File: config.mk
export PLATFORM = sky130hd
export DESIGN_NAME = fft4_serial_packer_flat
export DESIGN_NICKNAME = d
export VERILOG_FILES = /design/src/rtl/fft4_serial_packer_if.sv /design/src/rtl/fft4_serial_packer.sv /design/src/flat_wrapper.sv
export SDC_FILE = /design/constraint.sdc
export NUM_CORES = 1
export LEC_CHECK = 0
export ABC_AREA = 1
export ABC_CLOCK_PERIOD_IN_PS = 30200
export CAP_MARGIN = 25
export CORE_ASPECT_RATIO = 2
export CORE_UTILIZATION = 45
export DETAILED_ROUTE_END_ITERATION = 6
export PLACE_DENSITY = 0.83
export SYNTH_ARGS = -nofsm -noshare
export SYNTH_HDL_FRONTEND = slang
export SYNTH_SLANG_ARGS = --single-unit
File: constraint.sdc
create_clock -name clk -period 30.2 [get_ports clk]
set_clock_uncertainty 0.2 [all_clocks]
set_input_delay 6.04 -clock clk [delete_from_list [all_inputs] [get_ports clk]]
set_output_delay 6.04 -clock clk [all_outputs]
set_load 0.005 [all_outputs]
File: src/rtl/fft4_serial_packer_if.sv
// Serial sample input and 4-lane packed output bundle of the FFT4 front-end packer.
// master = the packer itself, slave = the sample source / beat consumer side.
interface fft4_serial_packer_if #(
    parameter int IN_WIDTH    = 32,
    parameter int DATA_WIDTH  = 21,
    parameter int LABLE_WIDTH = 11
);
    logic                          s_valid;
    logic                          s_sop;
    logic signed [IN_WIDTH-1:0]    s_data_r;
    logic signed [IN_WIDTH-1:0]    s_data_i;

    logic signed [DATA_WIDTH-1:0]  x0_r, x0_i;
    logic signed [DATA_WIDTH-1:0]  x1_r, x1_i;
    logic signed [DATA_WIDTH-1:0]  x2_r, x2_i;
    logic signed [DATA_WIDTH-1:0]  x3_r, x3_i;
    logic                          valid;
    logic [LABLE_WIDTH-1:0]        lable;
    logic                          frame_done;
    logic                          sat_flag;
    logic                          sop_err;

    modport master (
        input  s_valid, s_sop, s_data_r, s_data_i,
        output x0_r, x0_i, x1_r, x1_i, x2_r, x2_i, x3_r, x3_i,
        output valid, lable, frame_done, sat_flag, sop_err
    );

    modport slave (
        output s_valid, s_sop, s_data_r, s_data_i,
        input  x0_r, x0_i, x1_r, x1_i, x2_r, x2_i, x3_r, x3_i,
        input  valid, lable, frame_done, sat_flag, sop_err
    );
endinterface

File: src/rtl/fft4_serial_packer.sv
// Serial-to-4-lane packer: saturates each complex sample and emits one labelled
// beat per four accepted samples, framed by s_sop.

// Signed clamp of one component; in-range values keep their low bits unchanged.
module fft4_sat #(
    parameter int IN_WIDTH   = 32,
    parameter int DATA_WIDTH = 21
) (
    input  logic [IN_WIDTH-1:0]   din,
    output logic [DATA_WIDTH-1:0] dout,
    output logic                  clamped
);
    logic [IN_WIDTH-DATA_WIDTH:0] hi;

    // Representable iff all bits above the target sign bit copy the sign.
    assign hi      = din[IN_WIDTH-1:DATA_WIDTH-1];
    assign clamped = !((hi == '0) || (hi == '1));
    assign dout    = clamped ? {din[IN_WIDTH-1], {(DATA_WIDTH-1){~din[IN_WIDTH-1]}}}
                             : din[DATA_WIDTH-1:0];
endmodule

// One output lane: holds its sample until the group completes, then drives it
// for a single cycle and zero otherwise.
module fft4_lane #(
    parameter int DATA_WIDTH = 21
) (
    input  logic                  clk,
    input  logic                  rst,
    input  logic                  wr_en,
    input  logic                  emit,
    input  logic [DATA_WIDTH-1:0] din_r,
    input  logic [DATA_WIDTH-1:0] din_i,
    output logic [DATA_WIDTH-1:0] dout_r,
    output logic [DATA_WIDTH-1:0] dout_i
);
    logic [DATA_WIDTH-1:0] hold_r, hold_i;

    always_ff @(posedge clk or posedge rst) begin
        if (rst) begin
            hold_r <= '0;
            hold_i <= '0;
        end else if (wr_en) begin
            hold_r <= din_r;
            hold_i <= din_i;
        end
    end

    // The lane written in the emit cycle (the last one) forwards its live sample.
    always_ff @(posedge clk or posedge rst) begin
        if (rst) begin
            dout_r <= '0;
            dout_i <= '0;
        end else if (emit) begin
            dout_r <= wr_en ? din_r : hold_r;
            dout_i <= wr_en ? din_i : hold_i;
        end else begin
            dout_r <= '0;
            dout_i <= '0;
        end
    end
endmodule

module fft4_serial_packer #(
    parameter int IN_WIDTH    = 32,
    parameter int DATA_WIDTH  = 21,
    parameter int N_POINTS    = 8192,
    parameter int LABLE_WIDTH = 11
) (
    input  logic                 clk,
    input  logic                 rst,
    fft4_serial_packer_if.master bus
);
    localparam int NUM_LANES = 4;
    localparam int LANE_W    = 2;
    localparam int GROUPS    = N_POINTS / NUM_LANES;
    localparam logic [LABLE_WIDTH-1:0] LAST_GRP  = LABLE_WIDTH'(GROUPS - 1);
    localparam logic [LANE_W-1:0]      LAST_LANE = LANE_W'(NUM_LANES - 1);

    typedef enum logic {IDLE, RUN} state_t;

    typedef struct packed {
        logic [DATA_WIDTH-1:0] r;
        logic [DATA_WIDTH-1:0] i;
    } sample_t;

    state_t                  state_q, state_d;
    logic [LANE_W-1:0]       lane_cnt, lane_sel;
    logic [LABLE_WIDTH-1:0]  grp_cnt, grp_sel;
    logic                    accept, restart, emit, last_grp, err_d;
    logic                    clamp_r, clamp_i;
    sample_t                 smp;
    logic [NUM_LANES-1:0]    wr_lane;
    logic [NUM_LANES-1:0][DATA_WIDTH-1:0] lane_r, lane_i;

    logic                    valid_q, done_q, err_q, sat_q;
    logic [LABLE_WIDTH-1:0]  lable_q;

    fft4_sat #(.IN_WIDTH(IN_WIDTH), .DATA_WIDTH(DATA_WIDTH)) u_sat_r (
        .din(bus.s_data_r), .dout(smp.r), .clamped(clamp_r)
    );
    fft4_sat #(.IN_WIDTH(IN_WIDTH), .DATA_WIDTH(DATA_WIDTH)) u_sat_i (
        .din(bus.s_data_i), .dout(smp.i), .clamped(clamp_i)
    );

    always_ff @(posedge clk or posedge rst) begin
        if (rst) state_q <= IDLE;
        else     state_q <= state_d;
    end

    always_comb begin
        state_d = state_q;
        accept  = 1'b0;
        restart = 1'b0;
        err_d   = 1'b0;
        unique case (state_q)
            IDLE: begin
                if (bus.s_valid && bus.s_sop) begin
                    accept  = 1'b1;
                    restart = 1'b1;
                    state_d = RUN;
                end
            end
            RUN: begin
                if (bus.s_valid) begin
                    accept = 1'b1;
                    // A mid-frame sop drops the partial group and opens a new frame.
                    if (bus.s_sop) begin
                        restart = 1'b1;
                        err_d   = (lane_cnt != '0) || (grp_cnt != '0);
                    end
                end
            end
            default: state_d = IDLE;
        endcase
        lane_sel = restart ? '0 : lane_cnt;
        grp_sel  = restart ? '0 : grp_cnt;
        emit     = accept && (lane_sel == LAST_LANE);
        last_grp = emit && (grp_sel == LAST_GRP);
        if (last_grp) state_d = IDLE;
    end

    always_comb begin
        wr_lane = '0;
        if (accept) wr_lane[lane_sel] = 1'b1;
    end

    always_ff @(posedge clk or posedge rst) begin
        if (rst) begin
            lane_cnt <= '0;
            grp_cnt  <= '0;
        end else if (accept) begin
            lane_cnt <= lane_sel + 1'b1;
            if (!emit)         grp_cnt <= grp_sel;
            else if (last_grp) grp_cnt <= '0;
            else               grp_cnt <= grp_sel + 1'b1;
        end
    end

    always_ff @(posedge clk or posedge rst) begin
        if (rst) begin
            valid_q <= 1'b0;
            lable_q <= '0;
            done_q  <= 1'b0;
            err_q   <= 1'b0;
            sat_q   <= 1'b0;
        end else begin
            valid_q <= emit;
            lable_q <= emit ? grp_sel : '0;
            done_q  <= last_grp;
            err_q   <= err_d;
            // Sticky per frame: a new sop clears, but its own clamp still counts.
            if (accept) sat_q <= (sat_q && !restart) || clamp_r || clamp_i;
        end
    end

    for (genvar k = 0; k < NUM_LANES; k++) begin : g_lane
        fft4_lane #(.DATA_WIDTH(DATA_WIDTH)) u_lane (
            .clk    (clk),
            .rst    (rst),
            .wr_en  (wr_lane[k]),
            .emit   (emit),
            .din_r  (smp.r),
            .din_i  (smp.i),
            .dout_r (lane_r[k]),
            .dout_i (lane_i[k])
        );
    end

    assign bus.x0_r       = lane_r[0];
    assign bus.x0_i       = lane_i[0];
    assign bus.x1_r       = lane_r[1];
    assign bus.x1_i       = lane_i[1];
    assign bus.x2_r       = lane_r[2];
    assign bus.x2_i       = lane_i[2];
    assign bus.x3_r       = lane_r[3];
    assign bus.x3_i       = lane_i[3];
    assign bus.valid      = valid_q;
    assign bus.lable      = lable_q;
    assign bus.frame_done = done_q;
    assign bus.sop_err    = err_q;
    assign bus.sat_flag   = sat_q;

    a_done_has_valid: assert property (@(posedge clk) disable iff (rst)
        bus.frame_done |-> bus.valid);
    a_idle_lable_zero: assert property (@(posedge clk) disable iff (rst)
        !bus.valid |-> (bus.lable == '0));
endmodule

File: src/flat_wrapper.sv
// flat-port wrapper written by rule: the top's interface ports become plain ports
module fft4_serial_packer_flat 
#(
    parameter int IN_WIDTH    = 32,
    parameter int DATA_WIDTH  = 21,
    parameter int N_POINTS    = 8192,
    parameter int LABLE_WIDTH = 11
)
  (clk, rst, bus_s_valid, bus_s_sop, bus_s_data_r, bus_s_data_i, bus_x0_r, bus_x0_i, bus_x1_r, bus_x1_i, bus_x2_r, bus_x2_i, bus_x3_r, bus_x3_i, bus_valid, bus_lable, bus_frame_done, bus_sat_flag, bus_sop_err);
  fft4_serial_packer_if #(.IN_WIDTH(IN_WIDTH), .DATA_WIDTH(DATA_WIDTH), .LABLE_WIDTH(LABLE_WIDTH)) bus_i ();
  input  logic clk;
  input  logic rst;
  input wire logic [$bits(bus_i.s_valid)-1:0] bus_s_valid;
  input wire logic [$bits(bus_i.s_sop)-1:0] bus_s_sop;
  input wire logic [$bits(bus_i.s_data_r)-1:0] bus_s_data_r;
  input wire logic [$bits(bus_i.s_data_i)-1:0] bus_s_data_i;
  output wire logic [$bits(bus_i.x0_r)-1:0] bus_x0_r;
  output wire logic [$bits(bus_i.x0_i)-1:0] bus_x0_i;
  output wire logic [$bits(bus_i.x1_r)-1:0] bus_x1_r;
  output wire logic [$bits(bus_i.x1_i)-1:0] bus_x1_i;
  output wire logic [$bits(bus_i.x2_r)-1:0] bus_x2_r;
  output wire logic [$bits(bus_i.x2_i)-1:0] bus_x2_i;
  output wire logic [$bits(bus_i.x3_r)-1:0] bus_x3_r;
  output wire logic [$bits(bus_i.x3_i)-1:0] bus_x3_i;
  output wire logic [$bits(bus_i.valid)-1:0] bus_valid;
  output wire logic [$bits(bus_i.lable)-1:0] bus_lable;
  output wire logic [$bits(bus_i.frame_done)-1:0] bus_frame_done;
  output wire logic [$bits(bus_i.sat_flag)-1:0] bus_sat_flag;
  output wire logic [$bits(bus_i.sop_err)-1:0] bus_sop_err;
  assign bus_i.s_valid = bus_s_valid;
  assign bus_i.s_sop = bus_s_sop;
  assign bus_i.s_data_r = bus_s_data_r;
  assign bus_i.s_data_i = bus_s_data_i;
  assign bus_x0_r = bus_i.x0_r;
  assign bus_x0_i = bus_i.x0_i;
  assign bus_x1_r = bus_i.x1_r;
  assign bus_x1_i = bus_i.x1_i;
  assign bus_x2_r = bus_i.x2_r;
  assign bus_x2_i = bus_i.x2_i;
  assign bus_x3_r = bus_i.x3_r;
  assign bus_x3_i = bus_i.x3_i;
  assign bus_valid = bus_i.valid;
  assign bus_lable = bus_i.lable;
  assign bus_frame_done = bus_i.frame_done;
  assign bus_sat_flag = bus_i.sat_flag;
  assign bus_sop_err = bus_i.sop_err;
  fft4_serial_packer #(.IN_WIDTH(IN_WIDTH), .DATA_WIDTH(DATA_WIDTH), .N_POINTS(N_POINTS), .LABLE_WIDTH(LABLE_WIDTH)) u_core (.clk(clk), .rst(rst), .bus(bus_i));
endmodule
---- Word-level counts from Yosys, hierarchy flattened ----
Index checks and enable logic that the tools add are counted.
word-level totals
  output and inout bits ................... 183
  bits in registers ....................... 365
  bits of input ports ..................... 68
operators by class
  equal/unequal tests ..................... 4
  reductions and logical operators ........ 17
  add/sub/neg operators ................... 2
  bitwise logic cells ..................... 3
  muxes and demuxes ....................... 37
  $lt $le $gt $ge ......................... 2
operators by type and width
  cell                                                        number
  two-way mux 21 bit                                          18
  two-way mux 11 bit                                          4
  == test 12 bit, second input constant                       2
  logical NOT 12 bit                                          2
  adder 11 x 1 -> 11 bit, second input constant               1
  == test 11 bit, second input constant                       1
  nonzero test 11 bit                                         1
  two-way mux 1 bit                                           10
  logical AND 1 bit                                           5
  logical OR 1 bit                                            5
  two-way mux 4 bit                                           1
  one-hot mux 1 bit (2 select lines)                          2
  logical NOT 1 bit                                           3
  less-than comparator 2 x 3 -> 1 bit, second input constant  1
  inverter 1 bit                                              3
  adder 2 x 1 -> 2 bit, second input constant                 1
  demux 1 bit (select 2 bit)                                  1
  == test 2 bit, second input constant                        1
  >= comparator 2 x 1 -> 1 bit, second input constant         1
  two-way mux 2 bit                                           1
  nonzero test 2 bit                                          1

---- Logic depth before layout (Yosys ltp) ----
Gate-level depths: netlist of run 1.
  depth in word-level cells ............... 11
  gate-level depth with buffers ........... 14

---- Modules after synthesis ----
From an unflattened synthesis of run 1, not the netlist that was laid out.
second synthesis, totals
  cell total of the unflattened synthesis .. 1884
  area total of the unflattened synthesis .. 15343.5 um2
modules (own cells, without submodules)
  module              seq. area each (um2)  times used  cells each  area each (um2)
  fft4_lane           2102.0                4           394         3310.7
  fft4_serial_packer  725.7                 1           168         1470.2
  fft4_sat            0.0                   2           70          315.3

---- Worst setup path after synthesis of run 1 ----
Ideal clock, no wire load.
  kind .................................... in2reg
  start point ............................. input bus_s_valid
  end point ............................... register u_core.g_lane[0].u_lane.dout_i[0]
  setup time .............................. 0.121 ns
  slack ................................... 22.414 ns
  buffers on the path ..................... 1
  stages on the path ...................... 11
  arrival ................................. 7.465 ns
  cell sequence ........................... nand2_4 > clkinv_1 > nor2_1 > inv_1 > ha_1 > nand2_2 > inv_2 > buf_2 > or2_2 > nand2_1 > nor2_1
between the ends
  longest elaborated chain between the ends .. 11
  elaborated cells on any way between the ends .. 17
RTL lines
  element                                                                                                    RTL line                   RTL
  start: declaration                                                                                         flat_wrapper.sv:13         input wire logic [$bits(bus_i.s_valid)-1:0] bus_s_valid;
  logical AND 1 bit                                                                                          fft4_serial_packer.sv:117  if (bus.s_valid && bus.s_sop) begin
  two-way mux 1 bit                                                                                          fft4_serial_packer.sv:117
  one-hot mux 1 bit (2 select lines)                                                                         fft4_serial_packer.sv:115  unique case (state_q)
  two-way mux 2 bit                                                                                          fft4_serial_packer.sv:135  lane_sel = restart ? '0 : lane_cnt;
  less-than comparator 2 x 3 -> 1 bit (implied by the code) or >= comparator 2 x 1 -> 1 bit (tied branches)  fft4_serial_packer.sv:144  if (accept) wr_lane[lane_sel] = 1'b1;
  logical AND 1 bit (implied by the code)                                                                    fft4_serial_packer.sv:144
  two-way mux 1 bit (implied by the code)                                                                    fft4_serial_packer.sv:144
  demux 1 bit (select 2 bit)                                                                                 n/a
  two-way mux 4 bit                                                                                          fft4_serial_packer.sv:144
  two-way mux 21 bit                                                                                         n/a
  two-way mux 21 bit (*)                                                                                     fft4_serial_packer.sv:53   end else if (emit) begin
  end signal: assignment                                                                                     fft4_serial_packer.sv:55   dout_i <= wr_en ? din_i : hold_i;
  end: declaration                                                                                           fft4_serial_packer.sv:34   output logic [DATA_WIDTH-1:0] dout_i
Every way passes the cells marked *; elsewhere a longest branch is shown, timed or not.
A chain may end at the register's enable or synchronous reset.

---- Worst setup path in the final report of run 1 ----
  start point ............................. input bus_s_valid
  end point ............................... register u_core.g_lane[2].u_lane.dout_r[6]
between the ends
  longest elaborated chain between the ends .. 11
  elaborated cells on any way between the ends .. 17
RTL lines
  element                                                                                                    RTL line                   RTL
  logical AND 1 bit                                                                                          fft4_serial_packer.sv:117
  two-way mux 1 bit                                                                                          fft4_serial_packer.sv:117
  one-hot mux 1 bit (2 select lines)                                                                         fft4_serial_packer.sv:115
  two-way mux 2 bit                                                                                          fft4_serial_packer.sv:135
  less-than comparator 2 x 3 -> 1 bit (implied by the code) or >= comparator 2 x 1 -> 1 bit (tied branches)  fft4_serial_packer.sv:144
  logical AND 1 bit (implied by the code)                                                                    fft4_serial_packer.sv:144
  two-way mux 1 bit (implied by the code)                                                                    fft4_serial_packer.sv:144
  demux 1 bit (select 2 bit)                                                                                 n/a
  two-way mux 4 bit                                                                                          fft4_serial_packer.sv:144
  two-way mux 21 bit                                                                                         n/a
  two-way mux 21 bit (*)                                                                                     fft4_serial_packer.sv:53
  end signal: assignment                                                                                     fft4_serial_packer.sv:54   dout_r <= wr_en ? din_r : hold_r;
  end: declaration                                                                                           fft4_serial_packer.sv:33   output logic [DATA_WIDTH-1:0] dout_r,
Marked as above.

==> impl_metrics.py, run 1 <==
metrics = {
    "global_route": {
        "grt_max_degree": 180,
        "grt_pass1_wl_mm": 49.0,
        "antenna_found_initial": 1,
        "grt_use_total_pct": 21.9,
        "grt_overflow_total": 0,
        "grt_pass1_vias": 9648,
    },
    "clock_network": {
        "cts_tree": "done",
        "cts_buffer_depth": 3,
        "clk_pin_slew_worst_paths_ps": 70,
        "postCtsSetupBuffers": 0,
        "cts_resized": 0,
        "clkSinkCount": 323,
        "clk_latency_ps": 540,
        "cts_buffers": 27,
        "cts_max_level": 1,
        "cts_root_buffer": "clkbuf_16",
        "postCtsHoldBufs": 0,
    },
    "finish": {
        "final_common_cell": "dfrtp_1",
        "final_cell_mix": "323 x dfrtp_1, 276 x nand2_1, 250 x clkdlybuf4s50_1",
        "n_fill_cell": 2281,
        "drive_gt1_share_pct": 11.8,
        "nets": 1662,
        "design_area_um2": 16400,
        "syn2layout_area_growth_pct": 28.6,
        "diodes": 0,
    },
    "synth": {
        "async_flop_share_pct": 100,
        "syn_nets": 1444,
        "synthesis.area_um2": 12800,
        "yosysSeqAreaShare_pct": 63.4,
        "synth_cells": 1371,
        "ys_ff_latch": 323,
        "yosys.area.top_type_share_pct": 63.4,
        "yosysWarnings": 0,
        "ys.flop_type": "dfrtp_1",
        "synth_edf_count": 0,
        "synth_cell_types": 25,
        "synth_area_per_cell_um2": 9.31,
        "synth_largest_area_cell": "dfrtp_1",
        "synth_area_leaders": "dfrtp_1 63%, nand2_1 8.1%, or2_2 6.2%",
    },
    "pwr": {
        "p_leak_nw": 8.31,
        "p_sw_mw": 0.345,
        "powerDensity_nw_per_um2": 76.1,
        "clkPwrFrac_pct": 30.0,
        "p_int_mw": 0.903,
        "vdd_drop_max_v": 0.0000586,
        "swShare_pct": 27.6,
        "seq_power_share_pct": 45.4,
        "pwr-share-comb_pct": 24.6,
    },
    "route": {
        "ant_nets": 0,
        "drtIter0Drc": 756,
        "drc": 0,
        "vias": 9599,
        "first_pass_iters": 5,
        "drt-total-wl_mm": 31.4,
        "drt-vias-per-instance": 4.90,
        "wire_per_inst_um": 16.0,
    },
    "sta": {
        "min_period_over_period_pct": 28.7,
        "setup-tns-final_ps": 0,
        "slew_violations": 0,
        "worst_pin_slew_ps": 980,
        "final-setup-viol-count": 0,
        "max_freq_ghz": 0.116,
        "hold_viol": 0,
        "finalCriticalPeriod_ps": 8650,
        "slew_headroom_pct": 34.7,
        "grt_setup_unrepaired": "no",
    },
    "setup_path": {
        "cp.required_ps": 30370,
        "start_kind": "input port",
        "crit_type": "in -> reg",
        "arrival_ps": 8820,
        "critPathMaxFanout": 88,
        "endpoint_kind": "flop",
    },
    "die": {
        "start_util_pct": 46.1,
        "dieArea_um2": 29100,
        "num_rows": 86,
        "core-area_um2": 27700,
        "die_h_um": 240,
        "ios": 251,
        "fp.dieW_um": 121,
    },
    "place": {
        "dp_hpwl_mm": 21.2,
        "gp_congestion": 0.886,
        "place_area_um2": 15400,
        "io_buffers": 250,
    },
    "job": {
        "cap_viol_max_count": 0,
    },
    "worst_hold_path": {
        "hold_class": "reg -> reg",
    },
    "run_status": {
        "outcome": "completed",
    },
}
## layer usage
| metal | track usage [%] | vias to the layer above | part of all wire [%] |
|---|---|---|---|
| met5 | 0 | - | 0.041 |
| met4 | 11.0 | 2 | 4.4 |
| met3 | 3.08 | 85 | 5.3 |
| met2 | 40.0 | 324 | 53 |
| met1 | 24.4 | 4676 | 37 |
| li1 | - | 4512 | - |
## power groups by stage
stage / clock network, mW / logic (mW) / registers (mW)
final: 0.374 / 0.307 / 0.567
after global routing: 0.396 / 0.346 / 0.574
after CTS: 0.381 / 0.310 / 0.567
after detailed placement: 0 / 0.306 / 0.574
after global placement: 0 / 0.293 / 0.569
after floorplan: 0 / 0.207 / 0.566
## cell type report
class / instances / area, µm² / area share (%)
Multi-Input combinational cell: 779 / 3580 / 21.8
Sequential cell: 323 / 8080 / 49.3
Timing Repair Buffer: 257 / 2590 / 15.8
Clock buffer: 38 / 777 / 4.74
Tap cell: 352 / 440 / 2.69
Clock inverter: 9 / 170 / 1.04
Inverter: 201 / 762 / 4.65
## through the flow
stage / hold slack [ps] / setup slack, ps / utilization, % / cells / power (mW)
after floorplan: 253 / 15020 / - / 1371 / 0.773
after global placement: 271 / 21080 / 55.8 / 1911 / 0.862
after detailed placement: 281 / 20950 / 55.8 / 1911 / 0.880
after CTS: 298 / 21560 / 59.2 / 1958 / 1.26
after global routing: 340 / 21350 / 59.3 / 1959 / 1.32
final: 294 / 21550 / 59.3 / 1959 / 1.25
## kinds of logic (layout without fill, tap and decap cells)
group,Yosys count,count (layout),synth area share [%]
XOR/XNOR,3,3,0.206
buffers and inverters,269,505,8.83
adder cells (fa/ha/maj),5,5,0.490
AO/OA/AOI/OAI,15,15,0.628
AND/OR/NAND/NOR,756,756,26.5
flip-flops,323,323,63.4
## cells in the mapped netlist, types with 6 or more instances
library cell / number
nand2_1: 276
buf_2: 47
buf_4: 6
or2_2: 126
nor2_1: 194
nand3_1: 143
dfrtp_1: 323
clkbuf_2: 10
o21ai_0: 13
inv_1: 195
## sequential cells by signal, summed over array words and instances (netlist names)
name                         flops
u_core.g_lane.u_lane.hold_r     63
u_core.bus.sat_flag              1
u_core.g_lane.u_lane.dout_r     84
u_core.g_lane.u_lane.dout_i     84
u_core.bus.frame_done            1
u_core.g_lane.u_lane.hold_i     63
u_core.lane_cnt                  2
u_core.state_q                   1
u_core.bus.sop_err               1
u_core.grp_cnt                  11
u_core.bus.lable                11
u_core.bus.valid                 1
## worst paths after layout
path	start	to	slack, ps	cells past startpoint
min reg2reg	u_core.lane_cnt[0]	u_core.lane_cnt[0]	290	2
min in group asynchronous	rst	u_core.g_lane[2].u_lane.dout_i[2]	5620	2
max	bus_s_valid	u_core.g_lane[2].u_lane.dout_r[6]	21550	8
min	u_core.lane_cnt[0]	u_core.lane_cnt[0]	290	2
max reg2reg	u_core.lane_cnt[0]	u_core.g_lane[2].u_lane.dout_r[6]	27520	6
max in group asynchronous	rst	u_core.g_lane[3].u_lane.dout_r[6]	22440	4
## worst max-delay path: stages
cell and delay (ps):
clkdlybuf4s50_1 540, nand2_4 170, clkinv_1 190, nor2_1 110, ha_1 290, nand2_8 400, buf_4 760, nor2_1 160
Note: power is estimated with default switching activity, not from simulation.
==> run 2: changes to the inputs <==
- ABC_CLOCK_PERIOD_IN_PS: 30200 -> 9000
- clock period: 30.2 -> 9 ns (I/O delays scaled with it)
==> run 2 against run 1 <==
  * Critical path depth is the same
  * Largest power group unchanged
  * Sequential power grew to 3.4 times the previous value
  * Wire length grew 4.6%
  * Via count shrank 0.21%
  * Register-to-register slack lost 21000 ps
  * Largest cell class unchanged
  * Critical endpoint is now u_core.grp_cnt[2]
==> impl_metrics.py, run 2 (synthesis results as in run 1) <==
metrics = {
    "sta": {
        "hold_viol": 0,
        "setup-tns-final_ps": 0,
        "slew_headroom_pct": 36.5,
        "worst_pin_slew_ps": 952,
        "final-setup-viol-count": 0,
        "min_period_over_period_pct": 48.7,
        "slew_violations": 0,
        "max_freq_ghz": 0.228,
        "finalCriticalPeriod_ps": 4390,
        "grt_setup_unrepaired": "no",
        "layout_setup_ws_ps": 4610,
    },
    "setup_path": {
        "cp.required_ps": 9210,
        "arrival_ps": 4590,
        "r2r_end": "u_core.grp_cnt[2]",
        "rrSetupSlack_ps": 6320,
        "reg2reg_depth": 6,
        "cp_cell_sequence": "clkdlybuf4s50_1 > nand2_4 > clkinv_1 > nor2_1 > ha_1 > nand2_8 > buf_4 > o21ai_0",
        "start_kind": "input port",
        "cp_slowest_cell": "buf_4",
        "reg2reg_from": "u_core.lane_cnt[0]",
        "critPathMaxStageDelay_ps": 810,
        "crit_type": "in -> reg",
        "critPathMaxFanout": 84,
        "endpoint_kind": "flop",
    },
    "clock_network": {
        "cts_resized": 0,
        "cts_buffer_depth": 3,
        "cts_root_buffer": "clkbuf_16",
        "cts_buffers": 27,
        "clk_latency_ps": 560,
        "cts_tree": "done",
        "postCtsSetupBuffers": 0,
        "clk_pin_slew_worst_paths_ps": 70,
        "clkSinkCount": 323,
        "cts_max_level": 1,
        "postCtsHoldBufs": 0,
    },
    "pwr": {
        "p_leak_nw": 8.30,
        "vdd_drop_max_v": 0.000188,
        "clkPwrFrac_pct": 29.1,
        "swShare_pct": 28.6,
        "seq_power_share_pct": 45.8,
        "pwr-share-comb_pct": 25.1,
        "p_int_mw": 2.95,
        "p_sw_mw": 1.19,
        "powerDensity_nw_per_um2": 252,
    },
    "global_route": {
        "grt_pass1_wl_mm": 51.7,
        "grt_pass1_vias": 9868,
        "grt_overflow_total": 0,
        "antenna_found_initial": 2,
        "grt_max_degree": 178,
        "grt_use_total_pct": 23.4,
    },
    "place": {
        "gp_congestion": 0.864,
        "io_buffers": 250,
        "pre_cts_ws_ps": 4030,
        "place_area_um2": 15400,
        "dp_hpwl_mm": 22.4,
    },
    "finish": {
        "drive_gt1_share_pct": 12.2,
        "largest_registers": "u_core.g_lane.u_lane.dout_i x84, u_core.g_lane.u_lane.dout_r x84",
        "final_cell_mix": "323 x dfrtp_1, 276 x nand2_1, 250 x clkdlybuf4s50_1",
        "syn2layout_area_growth_pct": 28.6,
        "design_area_um2": 16400,
        "post-route-util_pct": 59.3,
        "final_common_cell": "dfrtp_1",
        "nets": 1665,
        "n_fill_cell": 2273,
    },
    "die": {
        "die_h_um": 240,
        "ios": 251,
        "dieArea_um2": 29100,
        "start_util_pct": 46.1,
        "fp.dieW_um": 121,
        "core-area_um2": 27700,
        "num_rows": 86,
    },
    "route": {
        "first_pass_iters": 6,
        "ant_nets": 0,
        "drtIter0Drc": 580,
        "wire_per_inst_um": 16.7,
        "drt-total-wl_mm": 32.8,
        "vias": 9579,
        "drt-vias-per-instance": 4.87,
        "drc": 0,
    },
    "job": {
        "cap_viol_max_count": 0,
    },
    "worst_hold_path": {
        "holdPathStages": 2,
        "hold_class": "reg -> reg",
        "min_from": "u_core.bus.sat_flag",
        "hold_end": "u_core.bus.sat_flag",
    },
    "run_status": {
        "outcome": "completed",
    },
}
-- run 2: final cells by class --
cell class	count	area (µm²)	area share, %
clock buffers	37	773	4.71
clock inverters	13	141	0.862
flip-flops and latches	323	8080	49.3
well taps	352	440	2.68
inverters	201	758	4.62
diodes	1	2.50	0.0153
multi-input cells	779	3580	21.8
repair buffers	260	2630	16.0
-- run 2: power by group through the flow --
stage	clock [mW]	sequential [mW]	combinational, mW
after floorplan	0	1.90	0.694
after global placement	0	1.91	0.995
after detailed placement	0	1.93	1.03
after CTS	1.23	1.90	1.05
after global routing	1.28	1.93	1.18
final	1.20	1.90	1.04
-- run 2: per-layer routing --
metal | GRT usage [%] | routed length (µm) | vias to the layer above
li1 | - | - | 4516
met1 | 24.9 | 11700 | 4627
met2 | 42.4 | 17300 | 326
met3 | 3.91 | 1770 | 110
met4 | 14.8 | 2110 | 0
met5 | 0 | 0 | -
-- run 2: worst max-delay path: cells and delay by family --
kind / cells / cell delay (ps)
buffers and inverters: 3 / 1530
and+or+nand+nor: 3 / 670
adders and majority gates: 1 / 280
AOI/OAI and AO/OA: 1 / 190
-- run 2: how the worst max path moves through the flow --
stage | endpoint | from | depth (start not counted)
after CTS | u_core.grp_cnt[10] | bus_s_valid | 11
after detailed placement | u_core.grp_cnt[2] | bus_s_valid | 8
after floorplan | u_core.bus.frame_done | rst | 1
after global placement | u_core.grp_cnt[2] | bus_s_valid | 8
final | u_core.grp_cnt[2] | bus_s_valid | 8
after global routing | u_core.grp_cnt[10] | bus_s_valid | 11
-- run 2: per-stage QoR --
stage,hold slack [ps],total power [mW],cells
after floorplan,253,2.60,1371
after global placement,285,2.90,1913
after detailed placement,275,2.96,1913
after CTS,297,4.18,1963
after global routing,337,4.39,1965
final,295,4.14,1966
==> run 3: changes to the inputs <==
- ABC_CLOCK_PERIOD_IN_PS: 9000 -> 4250
- clock period: 9 -> 4.25 ns (I/O delays scaled with it)
==> run 3 against run 2 <==
  * Global-route usage shrank 0.23 points
  * Final area grew 0.95%
  * Sequential share of layout area shrank 0.46 points
  * Via count grew 0.78%
  * Critical path depth is the same
  * Sequential cell count is the same
  * Wire length shrank 0.23%
  * Register-to-register slack lost 4500 ps
  * Die area is the same
  * Final cell count grew 0.56%
  * Count of clock-buffer cells in the layout is the same
  * Utilization grew 0.56 points
  * Highest routed layer is now met5
==> impl_metrics.py, run 3 (synthesis results as in run 1) <==
metrics = {
    "global_route": {
        "grt_overflow_total": 0,
        "grtUsageMet2_pct": 42.4,
        "grt_max_degree": 111,
        "use_met1_pct": 24.7,
        "antenna_found_initial": 2,
        "grt.busiest_layer": "met2",
        "grtUsageMet3_pct": 4.13,
        "grt_use_total_pct": 23.2,
        "grt_pass1_vias": 9928,
        "grt_pass1_wl_mm": 51.3,
    },
    "route": {
        "drc": 0,
        "drt-total-wl_mm": 32.7,
        "vias": 9654,
        "drtIter0Drc": 594,
        "wire_per_inst_um": 16.6,
        "ant_nets": 0,
        "drt-vias-per-instance": 4.88,
        "first_pass_iters": 4,
    },
    "setup_path": {
        "arrival_ps": 3360,
        "start_kind": "input port",
        "endpoint_kind": "flop",
        "crit_type": "in -> reg",
        "critPathMaxFanout": 110,
        "cp.required_ps": 4450,
    },
    "die": {
        "dieArea_um2": 29100,
        "num_rows": 86,
        "ios": 251,
        "core-area_um2": 27700,
        "fp.dieW_um": 121,
        "die_h_um": 240,
        "start_util_pct": 46.1,
    },
    "finish": {
        "syn2layout_area_growth_pct": 29.8,
        "final_common_cell": "dfrtp_1",
        "nets": 1677,
        "post-route-util_pct": 59.9,
        "final_cells": 1977,
        "largest_registers": "u_core.g_lane.u_lane.dout_i x84, u_core.g_lane.u_lane.dout_r x84",
        "final_cell_mix": "323 x dfrtp_1, 276 x nand2_1, 250 x clkdlybuf4s50_1",
        "drive_gt1_share_pct": 12.7,
    },
    "pwr": {
        "p_leak_nw": 8.39,
        "powerDensity_nw_per_um2": 530,
        "vdd_drop_max_v": 0.000409,
    },
    "sta": {
        "max_freq_ghz": 0.316,
        "worst_pin_slew_ps": 872,
        "final-setup-viol-count": 0,
        "finalCriticalPeriod_ps": 3160,
        "hold_slack_ps": 340,
        "grt_setup_unrepaired": "no",
        "setup-tns-final_ps": 0,
        "hold_viol": 0,
        "slew_violations": 0,
        "min_period_over_period_pct": 74.4,
        "slew_headroom_pct": 41.7,
    },
    "clock_network": {
        "cts_root_buffer": "clkbuf_16",
        "cts_max_level": 1,
        "clkSinkCount": 323,
        "postCtsSetupBuffers": 0,
        "cts_buffer_depth": 3,
        "cts_buffers": 27,
        "postCtsHoldBufs": 0,
        "cts_tree": "done",
        "clk_pin_slew_worst_paths_ps": 60,
        "cts_resized": 0,
        "clk_latency_ps": 540,
    },
    "place": {
        "gp_congestion": 0.844,
        "dp_cells": 1926,
        "io_buffers": 250,
        "dp_hpwl_mm": 22.7,
    },
    "run_status": {
        "outcome": "completed",
    },
    "worst_hold_path": {
        "hold_class": "reg -> reg",
    },
    "job": {
        "cap_viol_max_count": 0,
    },
}
run 3: metrics by stage:
stage          setup WS (ps)  area (µm²)  total power, mW
2_1_floorplan          -1110       12800             5.50
3_3_place_gp             629       15600             6.15
3_5_place_dp             443       15600             6.28
4_1_cts                 1020       16500             8.86
5_1_grt                  937       16600             9.29
6_report                1090       16600             8.78
run 3: worst paths after layout:
path | slack, ps | cells past startpoint | from | endpoint
setup / recovery | 1090 | 8 | bus_s_valid | u_core.bus.lable[1]
hold / removal | 340 | 2 | u_core.lane_cnt[0] | u_core.lane_cnt[0]
setup reg to reg | 1800 | 6 | u_core.lane_cnt[0] | u_core.bus.lable[1]
hold reg to reg | 340 | 2 | u_core.lane_cnt[0] | u_core.lane_cnt[0]
max in group asynchronous | 2570 | 3 | rst | u_core.g_lane[2].u_lane.hold_r[6]
min in group asynchronous | 580 | 3 | rst | u_core.g_lane[1].u_lane.dout_i[15]
run 3: routing by layer:
layer | wire [µm] | up-vias
met3 | 1740 | 93
li1 | - | 4531
met2 | 17800 | 313
met1 | 11400 | 4715
met4 | 1800 | 2
met5 | 13 | -
run 3: critical path, cell delays in order:
cell and delay, ps:
clkdlybuf4s50_1 470, nand2_4 100, clkinv_1 200, nor2_1 300
ha_1 340, nand2_8 260, buf_12 340, nor3_1 400
run 3: power by group:
| part | internal (mW) | total (mW) | switching (mW) |
|---|---|---|---|
| Clock | 1.44 | 2.54 | 1.10 |
| Sequential | 3.82 | 4.02 | 0.207 |
| Combinational | 1.06 | 2.22 | 1.16 |
run 3: final cells by class:
type / instances / area [µm²]
fill: 2247 / 11100
sequential: 323 / 8080
tap: 352 / 440
clock inverter: 12 / 144
inverter: 201 / 758
multi-input combinational: 779 / 3580
clock buffer: 37 / 763
antenna: 1 / 2.50
timing repair buffer: 272 / 2790
